--- src/rtl/pipo_rr_loader_if.sv ---
// rtl/pipo_rr_loader_if.sv - requester/downstream bundle for the round-robin PIPO loader
interface pipo_rr_loader_if #(
  parameter int WIDTH = 4
);
  logic [3:0]         req;
  logic [4*WIDTH-1:0] data_in;
  logic [3:0]         ack;
  logic [WIDTH-1:0]   out_data;
  logic               out_valid;
  logic               out_ready;
  logic [1:0]         grant_id;
  logic [7:0]         load_count;

  modport master (
    output req, data_in, out_ready,
    input  ack, out_data, out_valid, grant_id, load_count
  );

  modport slave (
    input  req, data_in, out_ready,
    output ack, out_data, out_valid, grant_id, load_count
  );
endinterface

--- src/rtl/pipo_rr_loader.sv ---
// rtl/pipo_rr_loader.sv - round-robin arbiter loading one of four words into a shared register
module pipo_rr_loader #(
  parameter int WIDTH = 4
) (
  input  logic            clk,
  input  logic            rst,
  pipo_rr_loader_if.slave bus
);
  localparam int NREQ = 4;

  typedef enum logic {S_IDLE, S_HOLD} state_t;

  state_t           r_state;
  logic [1:0]       r_ptr;
  logic [3:0]       r_ack;
  logic [WIDTH-1:0] r_data;
  logic [1:0]       r_gid;
  logic [7:0]       r_cnt;

  logic [3:0]       w_elig;
  logic             w_found;
  logic [1:0]       w_win;
  logic             w_capture;
  logic [WIDTH-1:0] w_word;

  // A requester still seeing its ack is masked so it cannot win twice in a row.
  assign w_elig = bus.req & ~r_ack;

  // Scan from the farthest offset back to ptr so the nearest eligible index wins.
  always_comb begin
    w_found = 1'b0;
    w_win   = r_ptr;
    for (int k = NREQ - 1; k >= 0; k--) begin
      if (w_elig[r_ptr + 2'(k)]) begin
        w_found = 1'b1;
        w_win   = r_ptr + 2'(k);
      end
    end
  end

  assign w_word    = bus.data_in[int'(w_win)*WIDTH +: WIDTH];
  assign w_capture = w_found && ((r_state == S_IDLE) || bus.out_ready);

  always_ff @(posedge clk) begin
    if (rst) begin
      r_state <= S_IDLE;
      r_ptr   <= 2'd0;
      r_ack   <= 4'd0;
      r_data  <= '0;
      r_gid   <= 2'd0;
      r_cnt   <= 8'd0;
    end else begin
      r_ack <= 4'd0;
      if (w_capture) begin
        r_state <= S_HOLD;
        r_data  <= w_word;
        r_gid   <= w_win;
        r_ack   <= 4'b0001 << w_win;
        r_ptr   <= w_win + 2'd1;
        r_cnt   <= r_cnt + 8'd1;
      end else if (r_state == S_HOLD && bus.out_ready) begin
        r_state <= S_IDLE;
      end
    end
  end

  assign bus.ack        = r_ack;
  assign bus.out_data   = r_data;
  assign bus.out_valid  = (r_state == S_HOLD);
  assign bus.grant_id   = r_gid;
  assign bus.load_count = r_cnt;
endmodule

--- src/flat_wrapper.sv ---
// flat-port wrapper written by rule: the top's interface ports become plain ports
module pipo_rr_loader_flat 
#(
  parameter int WIDTH = 4
)
  (clk, rst, bus_req, bus_data_in, bus_out_ready, bus_ack, bus_out_data, bus_out_valid, bus_grant_id, bus_load_count);
  pipo_rr_loader_if #(.WIDTH(WIDTH)) bus_i ();
  input  logic clk;
  input  logic rst;
  input wire logic [$bits(bus_i.req)-1:0] bus_req;
  input wire logic [$bits(bus_i.data_in)-1:0] bus_data_in;
  input wire logic [$bits(bus_i.out_ready)-1:0] bus_out_ready;
  output wire logic [$bits(bus_i.ack)-1:0] bus_ack;
  output wire logic [$bits(bus_i.out_data)-1:0] bus_out_data;
  output wire logic [$bits(bus_i.out_valid)-1:0] bus_out_valid;
  output wire logic [$bits(bus_i.grant_id)-1:0] bus_grant_id;
  output wire logic [$bits(bus_i.load_count)-1:0] bus_load_count;
  assign bus_i.req = bus_req;
  assign bus_i.data_in = bus_data_in;
  assign bus_i.out_ready = bus_out_ready;
  assign bus_ack = bus_i.ack;
  assign bus_out_data = bus_i.out_data;
  assign bus_out_valid = bus_i.out_valid;
  assign bus_grant_id = bus_i.grant_id;
  assign bus_load_count = bus_i.load_count;
  pipo_rr_loader #(.WIDTH(WIDTH)) u_core (.clk(clk), .rst(rst), .bus(bus_i));
endmodule
--- config.mk ---
export PLATFORM = sky130hd
export DESIGN_NAME = pipo_rr_loader_flat
export DESIGN_NICKNAME = d
export VERILOG_FILES = /design/src/rtl/pipo_rr_loader_if.sv /design/src/rtl/pipo_rr_loader.sv /design/src/flat_wrapper.sv
export SDC_FILE = /design/constraint.sdc
export NUM_CORES = 1
export LEC_CHECK = 0
export ABC_AREA = 1
export CORE_ASPECT_RATIO = 1.5
export CORE_UTILIZATION = 41
export CTS_CLUSTER_DIAMETER = 50
export CTS_CLUSTER_SIZE = 28
export DETAILED_ROUTE_END_ITERATION = 10
export GPL_TIMING_DRIVEN = 1
export PLACE_DENSITY = 0.75
export SYNTH_ARGS = -nofsm -noshare
export SYNTH_HDL_FRONTEND = slang
export SYNTH_SLANG_ARGS = --single-unit
--- constraint.sdc ---
create_clock -name clk -period 1.5 [get_ports clk]
set_input_delay 0.15 -clock clk [delete_from_list [all_inputs] [get_ports clk]]
set_output_delay 0.15 -clock clk [all_outputs]
set_load 0.02 [all_outputs]
# After elaboration in Yosys (flattened, before gate mapping)

Cells that the tools add are included.

Flip-flop bits (word level): 21
Bits in latches: 0
RAM bits: 0
ROM bits: 0
Input port bits: 23
Output and inout port bits: 19
Logic and storage cells: 44
Memories: 0

$add $sub $neg: 5
Multiply operators: 0
Divide/modulo/power cells: 0
Magnitude comparators: 4
Equality and inequality tests: 0
Shift-type cells: 2
Muxes and demuxes: 18
Bitwise logic cells: 4
Reduce and logical (&&, ||, !) cells: 5

Operators with widths:

| operator              | number |
|---|---|
| $shiftx A16 B5 Y4     | 1 |
| $lt A2 B3 Y1 const B  | 4 |
| $mux W1               | 10 |
| $add A8 B1 Y8 const B | 1 |
| $bmux W1 S2           | 4 |
| $mux W2               | 4 |
| $add A2 B1 Y2 const B | 2 |
| $add A2 B2 Y2 const B | 2 |
| $and A4 B4 Y4         | 1 |
| $not A4 Y4            | 1 |
| $shl A1 B2 Y4 const A | 1 |
| $logic_and A1 B1 Y1   | 2 |
| $not A1 Y1            | 2 |
| $reduce_bool A2 Y1    | 1 |
| $reduce_or A2 Y1      | 1 |
| $logic_or A1 B1 Y1    | 1 |

# Depth between registers and ports, before layout

Gate-level depths: netlist (run 1).

Depth in word-level cells: 11
Gate-level depth with buffers: 17
Gate-level depth less buffers: 15

# Worst setup path before layout (run 1)

OpenSTA, ideal clock, no wires.

Kind: register -> register
From: reg u_core.r_ack[1], in the netlist u_core.bus.ack[1]
To: reg u_core.r_data[1], in the netlist u_core.bus.out_data[1]
Setup time: 109 ps
Data arrival time: 1533 ps
Required time: 1391 ps
Slack: -142 ps
Stages on the path, launching flop included: 15
Buffers on the path: 1
Period minus slack after synthesis: 1642 ps
Path through: dfxtp_1 -> inv_1 -> nand3_1 -> nand2_1 -> nand2_1 -> nand2_1 -> o21ai_2 -> nand3_4 -> nand2_4 -> buf_6 -> nand2_1 -> nand3_1 -> nand3_1 -> nand2_1 -> inv_1

Longest elaborated chain between the ends: 9
Elaborated cells between the ends (all ways): 20
Classes of those cells: 1 x shift; 16 x mux; 2 x bitwise; 1 x reduce/logical

Ends and longest elaborated chain:

| what                                                            | line                                       | RTL |
|---|---|---|
| start: declaration                                              | pipo_rr_loader.sv:15                       | `logic [3:0] r_ack;` |
| start signal: assignment                                        | pipo_rr_loader.sv:58                       | `r_ack <= 4'b0001 << w_win;` |
| $not A4 Y4 (*)                                                  | pipo_rr_loader.sv:27                       | `assign w_elig = bus.req & ~r_ack;` |
| $and A4 B4 Y4 (*)                                               | pipo_rr_loader.sv:27                       |  |
| $bmux W1 S2                                                     | pipo_rr_loader.sv:34                       | `if (w_elig[r_ptr + 2'(k)]) begin` |
| $mux W1 (implied by the code)                                   | pipo_rr_loader.sv:34                       |  |
| $mux W2 / $mux W1 (equally long branches) (4 in series)         | pipo_rr_loader.sv:34                       |  |
| $shiftx A16 B5 Y4 / $logic_and A1 B1 Y1 (equally long branches) | pipo_rr_loader.sv:41, pipo_rr_loader.sv:42 |  |
| end signal: assignment                                          | pipo_rr_loader.sv:56                       | `r_data <= w_word;` |
| end: declaration                                                | pipo_rr_loader.sv:16                       | `logic [WIDTH-1:0] r_data;` |

Every way passes the cells marked *; elsewhere a longest branch is shown, timed or not. The select of a mux whose other input is x is not followed.
A chain may end at the register's enable or synchronous reset.

# Final worst setup path (run 1)

From: reg u_core.r_ptr[0]
To: reg u_core.r_data[0], in the netlist u_core.bus.out_data[0]

Longest elaborated chain between the ends: 8
Elaborated cells between the ends (all ways): 21
Classes of those cells: 3 x add/sub; 1 x shift; 16 x mux; 1 x reduce/logical

Ends and longest elaborated chain:

| what                                                            | line                                       | RTL |
|---|---|---|
| start: declaration                                              | pipo_rr_loader.sv:14                       | `logic [1:0] r_ptr;` |
| start signal: assignment                                        | pipo_rr_loader.sv:59                       | `r_ptr <= w_win + 2'd1;` |
| $add A2 B2 Y2                                                   | pipo_rr_loader.sv:34, pipo_rr_loader.sv:36 |  |
| $bmux W1 S2                                                     | pipo_rr_loader.sv:34                       |  |
| $mux W1 (implied by the code)                                   | pipo_rr_loader.sv:34                       |  |
| $mux W2 / $mux W1 (equally long branches) (4 in series)         | pipo_rr_loader.sv:34                       |  |
| $shiftx A16 B5 Y4 / $logic_and A1 B1 Y1 (equally long branches) | pipo_rr_loader.sv:41, pipo_rr_loader.sv:42 |  |

Parallel ways exist; a longest one is shown, timed or not. The select of a mux whose other input is x is not followed.

==> impl_metrics.ini, run 1 <==
[synth]
synth-seq-cells = 21
synth_top_area_share_pct = 31.7
syn_nets = 230
synth_top_area_cell = dfxtp_1
yosys_warnings = 0
synth_area_mm2 = 0.00133
synthCells = 206
synth_area_leaders = dfxtp_1, nand2_1, inv_1, nand3_1, nor2_1
yosysSeqAreaShare_pct = 31.7
synth.avg_cell_area_um2 = 6.44
ys_types = 29

[clocking]
insertion_delay_ps = 260
tritoncts = done
cts_buffers = 3
root_buffer = clkbuf_8
cts.sink_count = 21
cts.path.max_buffers = 2
cts-htree-levels = 1
clkSlewWorstSetupHoldPaths_ps = 80

[min_path]
min-delay-path-class = reg2reg

[cells_and_area]
drive_above_1_share_pct = 32.2
multi_input_area_um2 = 910
design_area_mm2 = 0.00219
regArea_um2 = 433
nets = 295
layout_commonest_cell = clkdlybuf4s50_1
n_fill_cell = 250
diodes = 0
areaGrowthSynthToFinish_pct = 64.8
mostFrequentLayoutCells = clkdlybuf4s50_1, nand2_1, inv_1, buf_4, nand3_1

[global_route]
grt_pass1_vias = 1474
antenna_found_initial = 0
grt_max_degree = 13
grt_use_total_pct = 20.5
grt_first_pass_wirelength_um = 5780
gr-total-overflow = 0

[die]
die_w_um = 48.5
rows = 24
start_util_pct = 44.2
fp.dieArea_mm2 = 0.00347
ioPinCount = 42
core_mm2 = 0.00300
die_y_um = 71.7

[place]
portBuffers = 41
placed_area_mm2 = 0.00192
gp_congestion = 0.821
dp_hpwl_um = 2580
dp_slack_ps = -423

[routing]
routed_wl_um = 3540
drc = 0
first_iter_violations = 18
ant_nets = 0
via_count = 1489
vias_per_cell = 4.82
firstDrtPassIters = 4
wire_per_inst_um = 11.4

[power_and_ir_drop]
p_clk_share_pct = 7.9
switchingPower_mw = 2.31
ir_drop_uv = 1440
p_leak_nw = 1.04
internal_power_mw = 2.38
sw_frac_of_total_pct = 49.2
p_per_area_mw_per_mm2 = 2150
seqPwrFrac_pct = 18.8
combPwrFrac_pct = 73.4

[critical_path]
cp-end-kind = flip-flop
cp-start-kind = flip-flop
r2r_slack_ps = -200
crit_fanout = 8
arrival_ps = 1860
criticalPathCategory = reg2reg
worstPathRequired_ps = 1670

[sta]
tightestPinTransition_ps = 287
fin_skew_ps = 2.86
report.final.slew_viol_count = 0
setup_violations = 20
period_share_pct = 113
relSlewSlack_pct = 80.8
period_minus_slack_ps = 1700
finalWorstSetupSlack_ps = -197
hold_viol = 0
fmax_ghz = 0.589
grt_setup_unrepaired = yes

[status]
outcome = finished with violations
failed_checks = setup timing

[job]
drv_cap = 0
## worst paths after layout
path                                               from                               endpoint  cells after the start
hold / removal    u_core.bus.load_count[5]$_SDFFE_PP0P_  u_core.bus.load_count[5]$_SDFFE_PP0P_                      2
setup / recovery           u_core.r_ptr[0]$_SDFFE_PP0P_    u_core.bus.out_data[0]$_SDFFE_PP0P_                     14
setup reg to reg           u_core.r_ptr[0]$_SDFFE_PP0P_    u_core.bus.out_data[0]$_SDFFE_PP0P_                     14
hold reg to reg   u_core.bus.load_count[5]$_SDFFE_PP0P_  u_core.bus.load_count[5]$_SDFFE_PP0P_                      2
## cell type report
class	instances	area share, %
inverter	41	7.66
timing repair buffer	63	26.6
tap	39	2.23
sequential	21	19.8
clock inverter	1	0.229
clock buffer	3	1.89
multi-input combinational	141	41.6
## cell usage after synthesis
master,count
inv_8,1
o21ai_2,1
nand2_1,53
nand2_4,2
buf_4,1
nor3_1,1
nand3_2,5
a21oi_1,7
a211oi_1,1
dfxtp_1,21
nor2_2,2
nor3_2,1
o21ai_1,1
nand3_1,25
inv_1,36
nand4_1,3
clkbuf_1,1
nand2_2,6
inv_2,3
a31oi_1,1
o21ai_0,8
ha_1,1
nand3b_1,4
buf_2,1
o211ai_1,1
clkinv_1,1
buf_6,2
nand3_4,1
nor2_1,15
## state kept, by name, summed over array words and instances (netlist names)
register,cells
u_core.bus.ack,4
u_core.bus.grant_id,2
u_core.r_ptr,2
u_core.bus.out_valid,1
u_core.bus.load_count,8
u_core.bus.out_data,4
## logic make-up (layout without fill, tap and decap cells)
family	after synthesis	after routing	share of synthesized area [%]
AOI/OAI and AO/OA	20	20	8.29
adders and majority gates	1	1	0.942
and+or+nand+nor	118	120	44.0
DFF	21	21	31.7
buffers and inverters	46	108	15.1
## per-stage QoR
stage | hold slack (ps) | setup TNS, ps | total power, mW | cells | util, %
final | 468 | -2540 | 4.69 | 309 | 72.9
after CTS | 474 | -1990 | 4.29 | 306 | 68.7
after detailed placement | 462 | -7010 | 3.60 | 299 | 63.9
after global placement | 453 | -6340 | 3.57 | 299 | 63.9
after global routing | 488 | -5110 | 5.08 | 309 | 72.9
after floorplan | 215 | -471 | 2.75 | 206 | -
## layer usage
layer / vias to the layer above / GRT usage [%] / routed length [um]
met4: 0 / 6.86 / 58
met3: 8 / 2.34 / 79
met5: - / 0 / 0
li1: 779 / - / -
met1: 680 / 21.0 / 1440
met2: 22 / 42.1 / 1960
## repair_timing
item                                    4_1_cts  5_1_grt
resized for setup                            24       29
endpoints found under the setup margin       20       20
buffers inserted                              3        1
hold buffers                                  0        0
hold endpoints to repair                      0        0
pin swaps                                    10        4
cloned                                        0        2
## power groups by stage
| stage | clock network, mW | registers [mW] | logic (mW) |
|---|---|---|---|
| final | 0.369 | 0.882 | 3.44 |
| after global routing | 0.396 | 0.904 | 3.78 |
| after CTS | 0.381 | 0.872 | 3.04 |
| after detailed placement | 0 | 0.872 | 2.73 |
| after global placement | 0 | 0.872 | 2.70 |
| after floorplan | 0 | 0.984 | 1.77 |
## worst max-delay path, cell delays in order (launching register included)
cell and delay (ps):
dfxtp_4 440, inv_8 70, nand3_4 70, nand2_2 70, nand2_2 90, nand2_2 90
inv_4 80, o21ai_4 60, nand3_4 130, buf_6 140, nand3b_1 100, nand3_1 100
nand3_1 70, nand2_1 60, inv_1 40
No activity file was read; power rests on OpenSTA's default activity.
==> run 2, diff against run 1 <==
--- a/config.mk
+++ b/config.mk
@@ -9,7 +9,6 @@
 export CORE_ASPECT_RATIO = 1.5
 export CORE_UTILIZATION = 41
 export CTS_CLUSTER_DIAMETER = 50
-export CTS_CLUSTER_SIZE = 28
 export DETAILED_ROUTE_END_ITERATION = 10
 export GPL_TIMING_DRIVEN = 1
 export PLACE_DENSITY = 0.75
==> results of run 2 <==
The final DEF is identical to that of run 1; final timing and power are the same.
